### config.mk
export PLATFORM = sky130hd
export DESIGN_NAME = bso_count_led_out_flat
export DESIGN_NICKNAME = d
export VERILOG_FILES = /design/src/rtl/bso_count_led_out_if.sv /design/src/rtl/bso_count_led_out.sv /design/src/flat_wrapper.sv
export SDC_FILE = /design/constraint.sdc
export NUM_CORES = 1
export LEC_CHECK = 0
export ABC_AREA = 0
export BUFFER_PORTS_ARGS = -buffer_cell sky130_fd_sc_hd__buf_4
export CAP_MARGIN = 30
export CORE_UTILIZATION = 46
export CTS_CLUSTER_SIZE = 24
export DETAILED_ROUTE_END_ITERATION = 8
export PLACE_DENSITY = 0.78
export SYNTH_ARGS = -nofsm -noshare
export SYNTH_HDL_FRONTEND = slang
export SYNTH_SLANG_ARGS = --single-unit
### constraint.sdc
create_clock -name clk -period 1.52 [get_ports clk]
set_input_delay 0.152 -clock clk [delete_from_list [all_inputs] [get_ports clk]]
set_output_delay 0.152 -clock clk [all_outputs]
set_load 0.03 [all_outputs]
### src/rtl/bso_count_led_out_if.sv
// Umpire-button pulses in, scoreboard LED drive and event pulses out.
// The master side is the pulse source/panel; the slave side is the counter.
interface bso_count_led_out_if #(
    parameter int MAX_BALLS   = 4,
    parameter int MAX_STRIKES = 3,
    parameter int MAX_OUTS    = 3
);
    logic                   ball_pulse;
    logic                   strike_pulse;
    logic                   foul_pulse;
    logic                   out_pulse;
    logic                   batter_end_pulse;
    logic [MAX_BALLS-2:0]   ball_led;
    logic [MAX_STRIKES-2:0] strike_led;
    logic [MAX_OUTS-1:0]    out_led;
    logic                   walk_pulse;
    logic                   strikeout_pulse;
    logic                   change_pulse;

    modport master (
        output ball_pulse, strike_pulse, foul_pulse, out_pulse, batter_end_pulse,
        input  ball_led, strike_led, out_led, walk_pulse, strikeout_pulse, change_pulse
    );

    modport slave (
        input  ball_pulse, strike_pulse, foul_pulse, out_pulse, batter_end_pulse,
        output ball_led, strike_led, out_led, walk_pulse, strikeout_pulse, change_pulse
    );
endinterface

### src/rtl/bso_count_led_out.sv
// Ball/strike/out counter with thermometer LED decode; resolves walks, strikeouts and fouls
// and announces the end of a half-inning with a one-cycle change_pulse.
module bso_count_led_out #(
    parameter int MAX_BALLS      = 4,
    parameter int MAX_STRIKES    = 3,
    parameter int MAX_OUTS       = 3,
    parameter bit LED_ACTIVE_LOW = 1'b1
) (
    input  logic                 clk,
    input  logic                 reset_n,
    bso_count_led_out_if.slave   bus
);
    localparam int BW = $clog2(MAX_BALLS + 1);
    localparam int SW = $clog2(MAX_STRIKES + 1);
    localparam int OW = $clog2(MAX_OUTS + 1);

    typedef enum logic [1:0] {PLAY, CHANGE, CLEAR} state_t;

    state_t        state_reg;
    logic [BW-1:0] balls_reg;
    logic [SW-1:0] strikes_reg;
    logic [OW-1:0] outs_reg;
    logic          walk_pulse_reg;
    logic          strikeout_pulse_reg;
    logic          change_pulse_reg;

    logic clear_bs;
    logic inc_ball;
    logic inc_strike;
    logic add_out;
    logic walk_next;
    logic strikeout_next;

    // One event per edge, highest priority first; lower ones are simply dropped.
    always_comb begin
        clear_bs       = 1'b0;
        inc_ball       = 1'b0;
        inc_strike     = 1'b0;
        add_out        = 1'b0;
        walk_next      = 1'b0;
        strikeout_next = 1'b0;
        if (state_reg == PLAY) begin
            if (bus.batter_end_pulse) begin
                clear_bs = 1'b1;
            end else if (bus.out_pulse) begin
                clear_bs = 1'b1;
                add_out  = 1'b1;
            end else if (bus.strike_pulse) begin
                if (strikes_reg == SW'(MAX_STRIKES - 1)) begin
                    strikeout_next = 1'b1;
                    clear_bs       = 1'b1;
                    add_out        = 1'b1;
                end else begin
                    inc_strike = 1'b1;
                end
            end else if (bus.foul_pulse) begin
                // A foul never produces the final strike.
                inc_strike = (strikes_reg < SW'(MAX_STRIKES - 1));
            end else if (bus.ball_pulse) begin
                if (balls_reg == BW'(MAX_BALLS - 1)) begin
                    walk_next = 1'b1;
                    clear_bs  = 1'b1;
                end else begin
                    inc_ball = 1'b1;
                end
            end
        end
    end

    always_ff @(posedge clk) begin
        if (!reset_n) begin
            state_reg           <= PLAY;
            balls_reg           <= '0;
            strikes_reg         <= '0;
            outs_reg            <= '0;
            walk_pulse_reg      <= 1'b0;
            strikeout_pulse_reg <= 1'b0;
            change_pulse_reg    <= 1'b0;
        end else begin
            walk_pulse_reg      <= walk_next;
            strikeout_pulse_reg <= strikeout_next;
            change_pulse_reg    <= 1'b0;
            case (state_reg)
                PLAY: begin
                    if (clear_bs) begin
                        balls_reg   <= '0;
                        strikes_reg <= '0;
                    end else if (inc_ball) begin
                        balls_reg <= balls_reg + 1'b1;
                    end else if (inc_strike) begin
                        strikes_reg <= strikes_reg + 1'b1;
                    end
                    if (add_out) begin
                        outs_reg <= outs_reg + 1'b1;
                        if (outs_reg == OW'(MAX_OUTS - 1)) begin
                            state_reg        <= CHANGE;
                            change_pulse_reg <= 1'b1;
                        end
                    end
                end
                CHANGE: begin
                    state_reg <= CLEAR;
                end
                CLEAR: begin
                    state_reg   <= PLAY;
                    balls_reg   <= '0;
                    strikes_reg <= '0;
                    outs_reg    <= '0;
                end
                default: begin
                    state_reg <= PLAY;
                end
            endcase
        end
    end

    logic [MAX_BALLS-2:0]   ball_lit;
    logic [MAX_STRIKES-2:0] strike_lit;
    logic [MAX_OUTS-1:0]    out_lit;

    // Between half-innings the out row stays full and the count rows go dark.
    generate
        for (genvar gi = 0; gi < MAX_BALLS - 1; gi++) begin : g_ball
            assign ball_lit[gi] = (state_reg == PLAY) && (balls_reg > BW'(gi));
        end
        for (genvar gi = 0; gi < MAX_STRIKES - 1; gi++) begin : g_strike
            assign strike_lit[gi] = (state_reg == PLAY) && (strikes_reg > SW'(gi));
        end
        for (genvar gi = 0; gi < MAX_OUTS; gi++) begin : g_out
            assign out_lit[gi] = (state_reg != PLAY) || (outs_reg > OW'(gi));
        end
    endgenerate

    assign bus.ball_led        = ball_lit   ^ {(MAX_BALLS - 1){LED_ACTIVE_LOW}};
    assign bus.strike_led      = strike_lit ^ {(MAX_STRIKES - 1){LED_ACTIVE_LOW}};
    assign bus.out_led         = out_lit    ^ {MAX_OUTS{LED_ACTIVE_LOW}};
    assign bus.walk_pulse      = walk_pulse_reg;
    assign bus.strikeout_pulse = strikeout_pulse_reg;
    assign bus.change_pulse    = change_pulse_reg;
endmodule

### src/flat_wrapper.sv
// flat-port wrapper written by rule: the top's interface ports become plain ports
module bso_count_led_out_flat 
#(
    parameter int MAX_BALLS      = 4,
    parameter int MAX_STRIKES    = 3,
    parameter int MAX_OUTS       = 3,
    parameter bit LED_ACTIVE_LOW = 1'b1
)
  (clk, reset_n, bus_ball_pulse, bus_strike_pulse, bus_foul_pulse, bus_out_pulse, bus_batter_end_pulse, bus_ball_led, bus_strike_led, bus_out_led, bus_walk_pulse, bus_strikeout_pulse, bus_change_pulse);
  bso_count_led_out_if #(.MAX_BALLS(MAX_BALLS), .MAX_STRIKES(MAX_STRIKES), .MAX_OUTS(MAX_OUTS)) bus_i ();
  input  logic clk;
  input  logic reset_n;
  input wire logic [$bits(bus_i.ball_pulse)-1:0] bus_ball_pulse;
  input wire logic [$bits(bus_i.strike_pulse)-1:0] bus_strike_pulse;
  input wire logic [$bits(bus_i.foul_pulse)-1:0] bus_foul_pulse;
  input wire logic [$bits(bus_i.out_pulse)-1:0] bus_out_pulse;
  input wire logic [$bits(bus_i.batter_end_pulse)-1:0] bus_batter_end_pulse;
  output wire logic [$bits(bus_i.ball_led)-1:0] bus_ball_led;
  output wire logic [$bits(bus_i.strike_led)-1:0] bus_strike_led;
  output wire logic [$bits(bus_i.out_led)-1:0] bus_out_led;
  output wire logic [$bits(bus_i.walk_pulse)-1:0] bus_walk_pulse;
  output wire logic [$bits(bus_i.strikeout_pulse)-1:0] bus_strikeout_pulse;
  output wire logic [$bits(bus_i.change_pulse)-1:0] bus_change_pulse;
  assign bus_i.ball_pulse = bus_ball_pulse;
  assign bus_i.strike_pulse = bus_strike_pulse;
  assign bus_i.foul_pulse = bus_foul_pulse;
  assign bus_i.out_pulse = bus_out_pulse;
  assign bus_i.batter_end_pulse = bus_batter_end_pulse;
  assign bus_ball_led = bus_i.ball_led;
  assign bus_strike_led = bus_i.strike_led;
  assign bus_out_led = bus_i.out_led;
  assign bus_walk_pulse = bus_i.walk_pulse;
  assign bus_strikeout_pulse = bus_i.strikeout_pulse;
  assign bus_change_pulse = bus_i.change_pulse;
  bso_count_led_out #(.MAX_BALLS(MAX_BALLS), .MAX_STRIKES(MAX_STRIKES), .MAX_OUTS(MAX_OUTS), .LED_ACTIVE_LOW(LED_ACTIVE_LOW)) u_core (.clk(clk), .reset_n(reset_n), .bus(bus_i));
endmodule
Word-level counts from Yosys, hierarchy flattened
Cells that the tools add are included.
{ "word_totals": {"output_inout_bits": 11, "register_bits": 12, "word_cells": 90, "input_bits": 7} }
{ "op_classes": {"n_lt_le_gt_ge": 9, "n_addsub": 3, "bitwise": 5, "n_mux": 38, "n_reduce_logical": 18, "n_eq_ne": 10} }
{ "ops": {"columns": ["operator", "count"], "rows": [
  ["1-bit two-way mux", 26],
  ["2-bit two-way mux", 6],
  ["2-bit one-hot mux with 2 select lines", 3],
  ["2-bit by 1-bit > comparator with 1-bit output, second input constant", 4],
  ["2-bit == test, second input constant", 3],
  ["3-bit by 1-bit > comparator with 1-bit output, second input constant", 2],
  ["3-bit two-way mux", 2],
  ["3-bit by 1-bit != test with 1-bit output, second input constant", 2],
  ["3-bit NOT", 2],
  ["3-bit one-hot mux with 2 select lines", 1],
  ["2-bit AND reduction", 3],
  ["3-bit AND reduction", 2],
  ["1-bit logical AND", 5],
  ["5-bit OR reduction", 1],
  ["2-bit by 1-bit adder with 2-bit output, second input constant", 2],
  ["2-bit nonzero test", 2],
  ["4-bit OR reduction", 1],
  ["3-bit by 1-bit adder with 3-bit output, second input constant", 1],
  ["3-bit by 2-bit == test with 1-bit output, second input constant", 1],
  ["3-bit by 2-bit > comparator with 1-bit output, second input constant", 1],
  ["1-bit logical OR", 3],
  ["3-bit by 2-bit != test with 1-bit output, second input constant", 1],
  ["2-bit by 1-bit == test with 1-bit output, second input constant", 1],
  ["2-bit > comparator, second input constant", 1],
  ["6 further kinds", 7]
]} }

Depth between registers and ports, before layout
{ "logic_depth": {"depth_word": 11, "mapped_depth": 5, "mapped_depth_nobuf": 5} }

Least setup slack after synthesis
Ideal clock, no wire load.
{ "synth_path": {"path_type": "flip-flop to output port", "start": "register u_core.state_reg[0]", "end": "output bus_ball_led[2]", "arrival_time_ps": 1555, "setup_slack_ps": -187, "stages_incl_launch_ff": 5, "n_path_buf": 1, "path_cell_list": "dfxtp_1 -> buf_6 -> nor2_1 -> o21ai_0 -> a21o_1"} }
{ "synth_via": {"elab_chain_cells": 3} }
{ "synth_rtl": {"columns": ["element", "line", "source"], "rows": [
  ["start, declared", "bso_count_led_out.sv:19", "state_t state_reg;"],
  ["start signal, assigned", "bso_count_led_out.sv:72", "state_reg <= PLAY;"],
  ["start signal, assigned", "bso_count_led_out.sv:96", "state_reg <= CHANGE;"],
  ["start signal, assigned", "bso_count_led_out.sv:102", "state_reg <= CLEAR;"],
  ["2-bit zero test", "bso_count_led_out.sv:124", "assign ball_lit[gi] = (state_reg == PLAY) && (balls_reg > BW'(gi));"],
  ["1-bit logical AND", "bso_count_led_out.sv:124", null],
  ["3-bit NOT (no source line)", null, null],
  ["end, declared", "flat_wrapper.sv:18", "output wire logic [$bits(bus_i.ball_led)-1:0] bus_ball_led;"]
]} }
Every way passes these cells.

Worst setup path in the final report
{ "layout_path": {"start": "register u_core.balls_reg[0]", "end": "register u_core.balls_reg[0]"} }
{ "layout_via": {"elab_chain_cells": 10} }
{ "layout_rtl": {"columns": ["element", "line", "source"], "rows": [
  ["start, declared", "bso_count_led_out.sv:20", "logic [BW-1:0] balls_reg;"],
  ["start signal, assigned", "bso_count_led_out.sv:89", "balls_reg <= balls_reg + 1'b1;"],
  ["3-bit by 2-bit == test with 1-bit output", "bso_count_led_out.sv:60", "if (balls_reg == BW'(MAX_BALLS - 1)) begin"],
  ["1-bit two-way mux", "bso_count_led_out.sv:60", null],
  ["1-bit two-way mux (on tied branches)", null, null],
  ["1-bit two-way mux", "bso_count_led_out.sv:56", "end else if (bus.foul_pulse) begin"],
  ["1-bit two-way mux", "bso_count_led_out.sv:48", "end else if (bus.strike_pulse) begin"],
  ["1-bit two-way mux", "bso_count_led_out.sv:45", "end else if (bus.out_pulse) begin"],
  ["1-bit two-way mux", "bso_count_led_out.sv:43", "if (bus.batter_end_pulse) begin"],
  ["1-bit two-way mux", "bso_count_led_out.sv:42", "if (state_reg == PLAY) begin"],
  ["3-bit two-way mux or 3-bit by 1-bit != test with 1-bit output (tied branches)", null, null],
  ["3-bit one-hot mux with 2 select lines or 2-bit AND reduction (tied branches)", null, null]
]} }
Several ways; a longest one is shown, not always the timed one. The select of a mux whose other input is x is not followed.
A chain may end at the register's enable or synchronous reset.

==> results.tsv <==
metric	value	unit
syn_area_per_cell	8.82	um^2
hold slack	196	ps
DP HPWL	1200	um
Worst R2R Path Depth	5	
CTS tree	yes	
Worst setup SP type	flop	
Synth Instances	86	
final setup fails	2	
status	finished with violations	
VDD IR max	571	uV
Data required, critical path	1680	ps
Initial Util	49.8	%
vias in the first global route	662	
antenna violations before repair	0	
Hold Path Cell Cnt	4	
gr usage total	21.0	%
CTS sink cnt	12	
multi-input logic area	517	um^2
setup TNS	-51.6	ps
WS Path Type	flop to flop	
Core ar.	1520	um^2
Cells after DPL	122	
Post-Layout Cell Count	127	
Final WS setup	-42.8	ps
clk buf depth	2	
via count	733	
DRT antenna net count	0	
actual slew at the worst max-slew pin	250	ps
Synth Net Count	104	
ANT cells	0	
clock-pin transition on the worst setup and hold timing paths	70	ps
Reg2Reg Setup Slack	-40	ps
Synth Register Bits	12	
Crit. End Element	flop	
Leak	0.400	nW
CTS Buf Count	3	
Routed WL	1760	um
worst-skew pair later-pin latency	270	ps
Sequential Area	248	um^2
crit path DAT	1720	ps
largest net degree at the start of global routing	12	
die width	42.6	um
Ys Warns	0	
hold crit path type	input port to flop	
Area Overhead vs Synth	35.1	%
number of vias per cell	5.77	
RSZ-0062 raised after global routing	yes	
grt ovf	0	
Slew HR	83.1	%
fmax	640	MHz
Clock Skews	0.378	ps
max FFs per register	3	
Avg WL per Cell	13.9	um
Crit Reg-Reg Endpoint	u_core.balls_reg[0]$_SDFFE_PN0P_	
GP Congestion	0.877	
DRC viols	0	
top post-synthesis cells by area	dfxtp_1 32%, ha_1 18%, nand3_1 5.9%, inv_1 4.5%, o2111ai_1 3.5%	
sequential-to-total area share from yosys stat	31.7	%
Synth Cell Area	758	um^2
Max Cap Viol	0	
Power Dens Cells	604	nW/um^2
TritonRoute pass-1 iters	4	
die height	42.6	um
Yosys top cell area share	31.7	%
fin crit share	103	%
first-pass GRT wire length	2810	um
GRT busiest layer	met2	
worst reg2reg startpoint	u_core.balls_reg[0]$_SDFFE_PN0P_	
Final nets	131	
# rows	14	
met1 Usage GRT	25.4	%
io pins	18	
met3 usage	6.47	%
final period demand of the worst path	1560	ps
Fin. Hold Viols	0	
CTS root buf	clkbuf_4	
Crit Path Max Fanout	3	
Worst Hold Path EP	u_core.bus.strikeout_pulse$_SDFF_PP0_	
Worst Hold Launch	bus_out_pulse	
Starting DRT DRC Count	25	
IO buf count	17	
grt met2 use	31.7	%
post-synth top area cell	dfxtp_1	
share of post-route cells with drive strength above 1	38.7	%
die area	1810	um^2
Pins Over Slew Limit	0	
count of cell types in the netlist	31	
# hold bufs at CTS	0	
FILL cells	120	
violated checks	negative setup slack	
H-tree depth	1	
what timing repair did:
action | in CTS | in global routing
buffers inserted | 2 | 0
gates resized for setup | 3 | 13
pin swaps | 2 | 2
endpoints found under the setup margin | 3 | 9
cloned | 0 | 0
synth_stat cells (all sizes together):
cell     instances
nor4b            2
a32oi            1
or2              1
nand4bb          1
and2             1
a311oi           1
o2111ai          3
o21ai            5
nor2             6
nand3            9
and3             1
nand2            2
a21o             1
or4b             1
nor3             2
o211ai           2
ha              11
or3              2
or3b             1
nand3b           1
o21a             1
inv              9
nand2b           1
buf              2
a31oi            1
a211o            1
a21oi            5
dfxtp           12
how the worst max path moves through the flow:
| stage | cells past startpoint | start | end | slack (ps) |
|---|---|---|---|---|
| 6_report | 5 | u_core.balls_reg[0]$_SDFFE_PN0P_ | u_core.balls_reg[0]$_SDFFE_PN0P_ | -40 |
| 5_1_grt | 5 | u_core.balls_reg[2]$_SDFFE_PN0P_ | u_core.balls_reg[0]$_SDFFE_PN0P_ | -90 |
| 3_5_place_dp | 5 | u_core.balls_reg[0]$_SDFFE_PN0P_ | u_core.balls_reg[1]$_SDFFE_PN0P_ | 5 |
| 4_1_cts | 5 | u_core.balls_reg[0]$_SDFFE_PN0P_ | u_core.balls_reg[0]$_SDFFE_PN0P_ | 9 |
| 2_1_floorplan | 4 | u_core.state_reg[0]$_SDFFE_PN0P_ | bus_ball_led[2] | -20 |
| 3_3_place_gp | 5 | u_core.balls_reg[0]$_SDFFE_PN0P_ | u_core.balls_reg[1]$_SDFFE_PN0P_ | 10 |
through the flow:
stage          instance area (um^2)  setup slack [ps]  power, mW  util, %
2_1_floorplan                   761             -19.2      0.382        -
3_3_place_gp                    927              13.1      0.420     60.8
3_5_place_dp                    927              5.39      0.422     60.8
4_1_cts                         971              8.58      0.619     63.7
5_1_grt                        1020             -94.6      0.640     67.2
6_report                       1020             -42.8      0.619     67.2
power by group:
group          total (mW)  switching [mW]  leakage, nW  internal, mW
Combinational      0.0992          0.0546        0.286        0.0446
Clock               0.195           0.103       0.0138        0.0919
Sequential          0.325         0.00574       0.0998         0.319
Total               0.619           0.163        0.400         0.455
layer usage:
layer / vias to the layer above / routed length (um)
li1: 365 / -
met1: 346 / 811
met2: 18 / 834
met3: 4 / 79
met4: 0 / 35
met5: - / 0
area by class of cell:
cell class	instances	share of cell area (%)
clock buffer	3	2.20
sequential	12	24.2
multi-input combinational	63	50.4
timing repair buffer	24	17.9
inverter	9	3.30
tap	16	1.95
kinds of logic (layout without fill, tap and decap cells):
| kind of cell | after synthesis | in the layout | share of synthesized area [%] |
|---|---|---|---|
| compound gates | 21 | 21 | 18.3 |
| fa+ha+maj | 11 | 11 | 18.2 |
| buf+inv | 11 | 36 | 6.93 |
| flops | 12 | 12 | 31.7 |
| simple gates | 31 | 31 | 24.9 |
placed cells by master (no fill, tap or decap), types with 3 or more instances in the layout:
master,count
a21oi_1,4
buf_4,23
clkbuf_4,3
dfxtp_1,6
dfxtp_2,6
ha_1,9
inv_1,9
nand3_1,9
nor2_1,5
o2111ai_1,3
worst max-delay path: stages, from the launching register on:
cell	delay, ps
dfxtp_2	350
ha_4	160
ha_4	170
or4b_4	500
o21ai_2	170
a21oi_1	90
(Power assumes the default switching activity.)
